$ cat config.mk
export PLATFORM = sky130hd
export DESIGN_NAME = addr_seq_reg
export DESIGN_NICKNAME = d
export VERILOG_FILES = /design/src/rtl/addr_seq_reg.sv
export SDC_FILE = /design/constraint.sdc
export NUM_CORES = 1
export LEC_CHECK = 0
export ABC_AREA = 1
export CAP_MARGIN = 20
export CORE_MARGIN = 2
export CORE_UTILIZATION = 49
export DETAILED_ROUTE_END_ITERATION = 12
export PLACE_DENSITY_LB_ADDON = 0.05
export SYNTH_ARGS = -nofsm -noshare
export SYNTH_HDL_FRONTEND = slang
export SYNTH_SLANG_ARGS = --single-unit
$ cat constraint.sdc
create_clock -name clk -period 2.5 [get_ports clk]
set_clock_uncertainty 0.1 [all_clocks]
set_input_delay 0.5 -clock clk [delete_from_list [all_inputs] [get_ports clk]]
set_output_delay 0.5 -clock clk [all_outputs]
set_load 0.01 [all_outputs]
$ cat src/rtl/addr_seq_reg.sv
// rtl/addr_seq_reg.sv - sequencing address register with load, step and handshaked burst
// Optional AR_BOUNDS_EN adds lim_lo/lim_hi address window checking and a sticky fault flag.
module addr_seq_reg #(
    parameter int AW   = 16,
    parameter int BLW  = 4,
    parameter int STEP = 1
) (
    input  logic          clk,
    input  logic          reset,
    input  logic          ld_en,
    input  logic [AW-1:0] ld_addr,
    input  logic          inc_en,
    input  logic          dec_en,
    input  logic          burst_start,
    input  logic [BLW-1:0] burst_len,
    input  logic          burst_ready,
    output logic [AW-1:0] addr_out,
    output logic          addr_valid,
    output logic          burst_busy,
    output logic          burst_done,
    output logic          wrap
`ifdef AR_BOUNDS_EN
    ,
    input  logic [AW-1:0] lim_lo,
    input  logic [AW-1:0] lim_hi,
    output logic          fault
`endif
);

    typedef enum logic {S_IDLE, S_BURST} state_t;

    localparam logic [AW-1:0] STEP_V = AW'(STEP);

    state_t         state_q, state_d;
    logic [AW-1:0]  addr_q, addr_d;
    logic [BLW-1:0] cnt_q, cnt_d;
    logic           done_q, done_d;
    logic           wrap_q, wrap_d;
`ifdef AR_BOUNDS_EN
    logic           fault_q, fault_d;
`endif

    logic [AW-1:0] inc_addr, dec_addr, cand;
    logic          upd, is_beat, cand_wrap, cand_ok;

    assign inc_addr = addr_q + STEP_V;
    assign dec_addr = addr_q - STEP_V;

    // Pick the single candidate address the winning command would produce.
    always_comb begin
        upd       = 1'b0;
        is_beat   = 1'b0;
        cand      = addr_q;
        cand_wrap = 1'b0;
        if (state_q == S_IDLE) begin
            if (ld_en) begin
                upd  = 1'b1;
                cand = ld_addr;
            end else if (inc_en) begin
                upd       = 1'b1;
                cand      = inc_addr;
                cand_wrap = (inc_addr < addr_q);
            end else if (dec_en) begin
                upd       = 1'b1;
                cand      = dec_addr;
                cand_wrap = (dec_addr > addr_q);
            end
        end else begin
            if (ld_en) begin
                upd  = 1'b1;
                cand = ld_addr;
            end else if (burst_ready) begin
                upd       = 1'b1;
                is_beat   = 1'b1;
                cand      = inc_addr;
                cand_wrap = (inc_addr < addr_q);
            end
        end
    end

`ifdef AR_BOUNDS_EN
    assign cand_ok = (cand >= lim_lo) && (cand <= lim_hi);
`else
    assign cand_ok = 1'b1;
`endif

    always_comb begin
        state_d = state_q;
        addr_d  = addr_q;
        cnt_d   = cnt_q;
        done_d  = 1'b0;
        wrap_d  = 1'b0;
`ifdef AR_BOUNDS_EN
        fault_d = fault_q;
`endif
        case (state_q)
            S_IDLE: begin
                if (!ld_en && !inc_en && !dec_en && burst_start) begin
                    state_d = S_BURST;
                    cnt_d   = burst_len;
                end
            end
            S_BURST: begin
                if (ld_en) begin
                    state_d = S_IDLE;
                    cnt_d   = '0;
                end else if (is_beat) begin
                    if (cnt_q == '0) begin
                        state_d = S_IDLE;
                        done_d  = 1'b1;
                    end else begin
                        cnt_d = cnt_q - 1'b1;
                    end
                end
            end
            default: state_d = S_IDLE;
        endcase
        if (upd) begin
            if (cand_ok) begin
                addr_d = cand;
                wrap_d = cand_wrap;
            end else begin
`ifdef AR_BOUNDS_EN
                fault_d = 1'b1;
`endif
                // A rejected beat ends the burst without a completion pulse.
                if (is_beat) begin
                    state_d = S_IDLE;
                    cnt_d   = '0;
                    done_d  = 1'b0;
                end
            end
        end
    end

    always_ff @(posedge clk) begin
        if (reset) begin
            state_q <= S_IDLE;
            addr_q  <= '0;
            cnt_q   <= '0;
            done_q  <= 1'b0;
            wrap_q  <= 1'b0;
`ifdef AR_BOUNDS_EN
            fault_q <= 1'b0;
`endif
        end else begin
            state_q <= state_d;
            addr_q  <= addr_d;
            cnt_q   <= cnt_d;
            done_q  <= done_d;
            wrap_q  <= wrap_d;
`ifdef AR_BOUNDS_EN
            fault_q <= fault_d;
`endif
        end
    end

    assign addr_out   = addr_q;
    assign addr_valid = (state_q == S_BURST);
    assign burst_busy = (state_q == S_BURST);
    assign burst_done = done_q;
    assign wrap       = wrap_q;
`ifdef AR_BOUNDS_EN
    assign fault      = fault_q;
`endif

endmodule

==> flow_metrics.env <==
export IMPL_fin_cells=580
export IMPL_drv_cap=0
export IMPL_finalMaxSlewViolations=0
export IMPL_cp_common_cell="nand2_1"
export IMPL_core_area_mm2=0.005107
export IMPL_syn_cell_area_mm2=0.002606
export IMPL_syn_nets=482
export IMPL_die_w_um=76.93
export IMPL_grt_pass1_wl_um=13990
export IMPL_grt_ovfl_total=0
export IMPL_crit_slowest_cell="dfxtp_2"
export IMPL_cts_buffers=3
export IMPL_wire_per_inst_um=14.80
export IMPL_via_count=3183
export IMPL_power_density_mw_per_mm2=409.5
export IMPL_fin_crit_ps=2419
export IMPL_max_slew_margin_rel=0.5960
export IMPL_critical_path_class="register to register"
export IMPL_nNetsFinal=558
export IMPL_die_area_mm2=0.005918
export IMPL_endpoint_kind="register"
export IMPL_path_delay_family="simple AND/OR/NAND/NOR gates"
export IMPL_portBuffers=46
export IMPL_drc=0
export IMPL_clock_latency_ps=280
export IMPL_num_fill_cells=477
export IMPL_dp_cells=572
export IMPL_area_growth_pct=34.61
export IMPL_final_common_cell="nand2_1"
export IMPL_worst_pin_slew_ps=605.4
export IMPL_drive_above_1_share=0.1627
export IMPL_via_per_inst=5.488
export IMPL_fin_crit_sh=0.9677
export IMPL_path_clk_slew_ps=100
export IMPL_slowest_delay_ps=350
export IMPL_yosys_warnings=0
export IMPL_synth_compound_area_frac=0.1627
export IMPL_finalSetupViolCount=0
export IMPL_post_dp_hpwl_um=6628
export IMPL_leakagePower_nw=1.699
export IMPL_initial_utilization=0.5103
export IMPL_crit_chain="inv_2 -> ha_4 -> inv_2 -> nor4_4 -> nand3_2 -> nor4_2 -> ha_1 -> xnor2_1 -> a21oi_1 -> nand2_1 -> nor2_1 -> nand2_1 -> nand3_1 -> nand2_1 -> a21oi_1"
export IMPL_worstPathMaxFanout=4
export IMPL_synth_simple_area_share=0.3961
export IMPL_hold_violations=0
export IMPL_clockRootBuffer="clkbuf_8"
export IMPL_antennaDiodeCount=0
export IMPL_min_path_type="register to register"
export IMPL_gp_congestion=1.041
export IMPL_synth_fa_ha_area_frac=0.09602
export IMPL_ioPinCount=47
export IMPL_final_cell_mix="nand2_1 (102), inv_1 (63), nor2_1 (50), clkdlybuf4s50_1 (46), buf_4 (38)"
export IMPL_syn_avg_cell_area_um2=5.991
export IMPL_first_global_vias=2953
export IMPL_dpl_instance_area_mm2=0.003323
export IMPL_syn_inst=435
export IMPL_rows=26
export IMPL_ant_nets=0
export IMPL_total_power_mw=1.437
export IMPL_synth_xor_area_share=0.03697
export IMPL_dr_pass1_iters=5
export IMPL_rsz0062_at_grt="yes"
export IMPL_finalWirelength_um=8585
export IMPL_postLayoutCellArea_mm2=0.003508
export IMPL_fmax_mhz=413.4
export IMPL_whs_ps=385.2
export IMPL_grt_max_degree=17
export IMPL_grtUsageTotal=0.2937
export IMPL_cts_sinks=23
export IMPL_die_height_um=76.93
export IMPL_clock_path_buffers=2
export IMPL_cp_arrival_ps=2530
export IMPL_synth_edf_count=0
export IMPL_async_flop_share=0
export IMPL_ys_seq_area_frac=0.1767
export IMPL_antenna_found_initial=0
export IMPL_drtIter0Drc=338
export IMPL_ctsHtreeMaxLevel=1
export IMPL_synth_distinct_cells=35
export IMPL_synth_seq_cells=23
export IMPL_crit_buf_inv=2
export IMPL_synth_top_family_by_area="simple AND/OR/NAND/NOR gates"
export IMPL_status="finished, final reports clean"
export IMPL_cp_start_kind="register"
export IMPL_synth_flop_cell="dfxtp_1"
export IMPL_muxShareOfSynthArea=0
export IMPL_ir_worst_vdd_mv=0.2262
export IMPL_hold_buffers=0
export IMPL_required_ps=2610
export IMPL_cts_tree="done"
power by group:
group	internal, mW	switching [mW]	total (mW)	leakage (nW)
Combinational	0.327	0.407	0.734	1.48
Sequential	0.397	0.0461	0.443	0.191
Clock	0.112	0.148	0.259	0.0255
Total	0.836	0.601	1.44	1.70
worst paths after layout:
check	startpoint	end	slack (ps)	cells past startpoint
worst max register to register	addr_out[1]	wrap	80	15
worst min register to register	cnt_q[2]	cnt_q[2]	390	2
worst min-delay path	cnt_q[2]	cnt_q[2]	390	2
worst max-delay path	addr_out[1]	wrap	80	15
layer usage:
| layer | up-vias | routed length (um) | track usage |
|---|---|---|---|
| met3 | 43 | 591 | 0.03412 |
| li1 | 1577 | - | - |
| met2 | 160 | 3942 | 0.4851 |
| met4 | 0 | 378 | 0.1418 |
| met5 | - | 0 | 0 |
| met1 | 1403 | 3673 | 0.3790 |
flip-flops by register name, indices dropped and copies added, names as in the netlist:
signal      count
addr_out       16
addr_valid      1
wrap            1
cnt_q           4
burst_done      1
worst reg2reg max path: stages (launching register included):
cell and delay (ps):
dfxtp_2 350, inv_2 80, ha_4 130, inv_2 50
nor4_4 180, nand3_2 180, nor4_2 260, ha_1 290
xnor2_1 130, a21oi_1 120, nand2_1 80, nor2_1 100
nand2_1 50, nand3_1 60, nand2_1 50, a21oi_1 140
cells by family after synthesis:
group                      count (synthesis)
AOI/OAI and AO/OA                         73
and+or+nand+nor                          227
xor gates and xnor gates                  11
buffers and inverters                     81
DFF                                       23
adders and majority gates                 20
what timing repair did:
item | CTS | global route
gates resized for setup | 3 | 21
pin swaps | 0 | 13
buffers inserted | 0 | 4
endpoints found under the setup margin | 1 | 3
Yosys cell counts, types with 5 or more instances:
cell / number / area [um2]
nand3_1: 34 / 170.2
o211ai_1: 8 / 60.06
nor3_1: 6 / 30.03
dfxtp_1: 23 / 460.4
inv_1: 67 / 251.5
a21oi_1: 24 / 120.1
xnor2_1: 6 / 52.55
ha_1: 20 / 250.2
nor2_4: 7 / 78.83
o21ai_0: 25 / 125.1
nand2_1: 104 / 390.4
a31oi_1: 5 / 31.28
nor2_1: 51 / 191.4
xor2_1: 5 / 43.79
nand4_1: 8 / 50.05
cell type report:
class / count / area, um2 / area share
inverter: 68 / 255.2 / 0.07275
tap: 70 / 87.58 / 0.02496
clock inverter: 1 / 5.005 / 0.001427
multi-input combinational: 331 / 1908 / 0.5439
sequential: 23 / 465.4 / 0.1327
timing repair buffer: 84 / 745.7 / 0.2126
clock buffer: 3 / 41.29 / 0.01177
stage by stage:
| stage | setup slack (ps) | utilization | TNS [ps] |
|---|---|---|---|
| global placement | -16.73 | 0.6507 | -16.73 |
| global route | -132.8 | 0.6869 | -132.8 |
| detailed placement | -73.23 | 0.6507 | -73.23 |
| finish | 80.84 | 0.6869 | 0 |
| CTS | 15.21 | 0.6629 | 0 |
| floorplan | 12.49 | - | 0 |
Power figures use the tool's default switching activity.
==> RTL edit 1, RTL diff (config.mk and constraints unchanged) <==
Set the parameter `BLW` to 2 (it was 4).
--- a/src/rtl/addr_seq_reg.sv
+++ b/src/rtl/addr_seq_reg.sv
@@ -2,7 +2,7 @@
 // Optional AR_BOUNDS_EN adds lim_lo/lim_hi address window checking and a sticky fault flag.
 module addr_seq_reg #(
     parameter int AW   = 16,
-    parameter int BLW  = 4,
+    parameter int BLW  = 2,
     parameter int STEP = 1
 ) (
     input  logic          clk,
Ports: changed (resized burst_len); port bits go from 47 to 45. The function was not compared with the original's and may differ.
==> RTL edit 1 against the unedited design <==
Design area is 8.7% lower; wire length decreased by 12%; highest routed layer unchanged; worst setup slack improved by 0.081 ns; count of clock-buffer cells in the layout grew 1; total power is 3.7% lower; critical path depth up 1; non-clock buffer count down 13; utilization fell by 2.2 points; synthesized area decreased by 4.5%; critical endpoint unchanged; sequential cell count fell by 2; via count shrank 11%.
==> RTL edit 1: results (changes against the unedited design) <==
outcome:
  status: "finished, final reports clean"
place:
  buffer_ports.inserted: 44  # -4.3%
  routabilityCongestion: 0.962  # -7.5%
  placedCellCount: 519  # -9.3%
  detailed_place.area_mm2: 0.00306  # -8.0%
worst_setup_path:
  reg2reg_depth: 16  # +1
  delay_of_the_slowest_cell_on_the_worst_path_ns: 0.39  # +0.04 ns
  setup.worst_path.start: "addr_out[0]"
synth:
  synth_top_cells_by_area: "dfxtp_1 17%, nand2_1 14%, ha_1 9.5%"
  synth_nets: 448  # -7.1%
  count_of_distinct_cell_types_in_the_synthesized_netlist: 39  # +11%
  synth_seq_area_share_pct: 16.9  # -0.78 points
global_route:
  groute.layer.met3.usage_pct: 3.75  # +0.34 points
  grt_max_degree: 24  # +7
  use_met1_pct: 40.5  # +2.6 points
  grt_usage_pct: 27.9  # -1.5 points
sta:
  max_slew.worst_pin.slew_ns: 0.562  # -0.0431 ns
  period_needed_ns: 2.34  # -0.0812 ns
drt:
  wirelength_um: 7570  # -12%
  detail_route.iter0.violations: 259  # -23%
  routed_wire_length_per_instance_um: 14.4  # -3.0%
  vias_per_cell: 5.40  # -1.6%
pwr:
  vdd_ir_drop_max_v: 0.000241  # +6.5%
  power_leakage_nw: 1.50  # -12%
cells_and_area:
  num-nets-final: 505  # -9.5%
-- RTL edit 1: how the worst min path moves through the flow --
stage / slack (ns) / cells past startpoint / to
floorplan: 0.34 / 2 / cnt_q[1]
global placement: 0.36 / 2 / cnt_q[1]
detailed placement: 0.37 / 2 / cnt_q[1]
CTS: 0.39 / 2 / cnt_q[1]
global route: 0.42 / 2 / cnt_q[1]
finish: 0.38 / 2 / cnt_q[1]
-- RTL edit 1: worst max-delay path, delay by kind of cell (launching register included) --
kind / cells / cell delay (ns)
compound gates: 1 / 0.06
xor+xnor: 1 / 0.14
fa+ha+maj: 2 / 0.40
buf+inv: 1 / 0.07
flops: 1 / 0.39
simple gates: 11 / 1.07
-- RTL edit 1: cell type report --
type                    count  area, µm²
well taps                  67       83.8
clock buffers               4       45.0
repair buffers             71        643
flip-flops and latches     21        427
inverters                  57        214
multi-input cells         307       1790
fillers                   464       1610
-- RTL edit 1: power breakdown --
part | switching [mW] | internal [mW] | total [mW]
combinational | 0.411 | 0.311 | 0.721
clock | 0.141 | 0.114 | 0.256
sequential | 0.0423 | 0.365 | 0.407
-- RTL edit 1: cell families after synthesis --
| kind of cell | after synthesis | share of synthesized area, % |
|---|---|---|
| fa+ha+maj | 19 | 9.55 |
| xor+xnor | 12 | 4.22 |
| simple gates | 214 | 39.8 |
| compound gates | 62 | 15.8 |
| buf+inv | 76 | 13.8 |
| flops | 21 | 16.9 |
-- RTL edit 1: routing by layer --
metal / part of all wire, % / vias to the layer above
li1: - / 1430
met1: 48 / 1287
met2: 43 / 114
met3: 7.0 / 14
met4: 1.9 / 0
met5: 0 / -
-- RTL edit 1: timing repair --
item,CTS,global route
buffers inserted,0,4
setup endpoints to repair,1,1
resized for setup,1,18
pin swaps,0,6
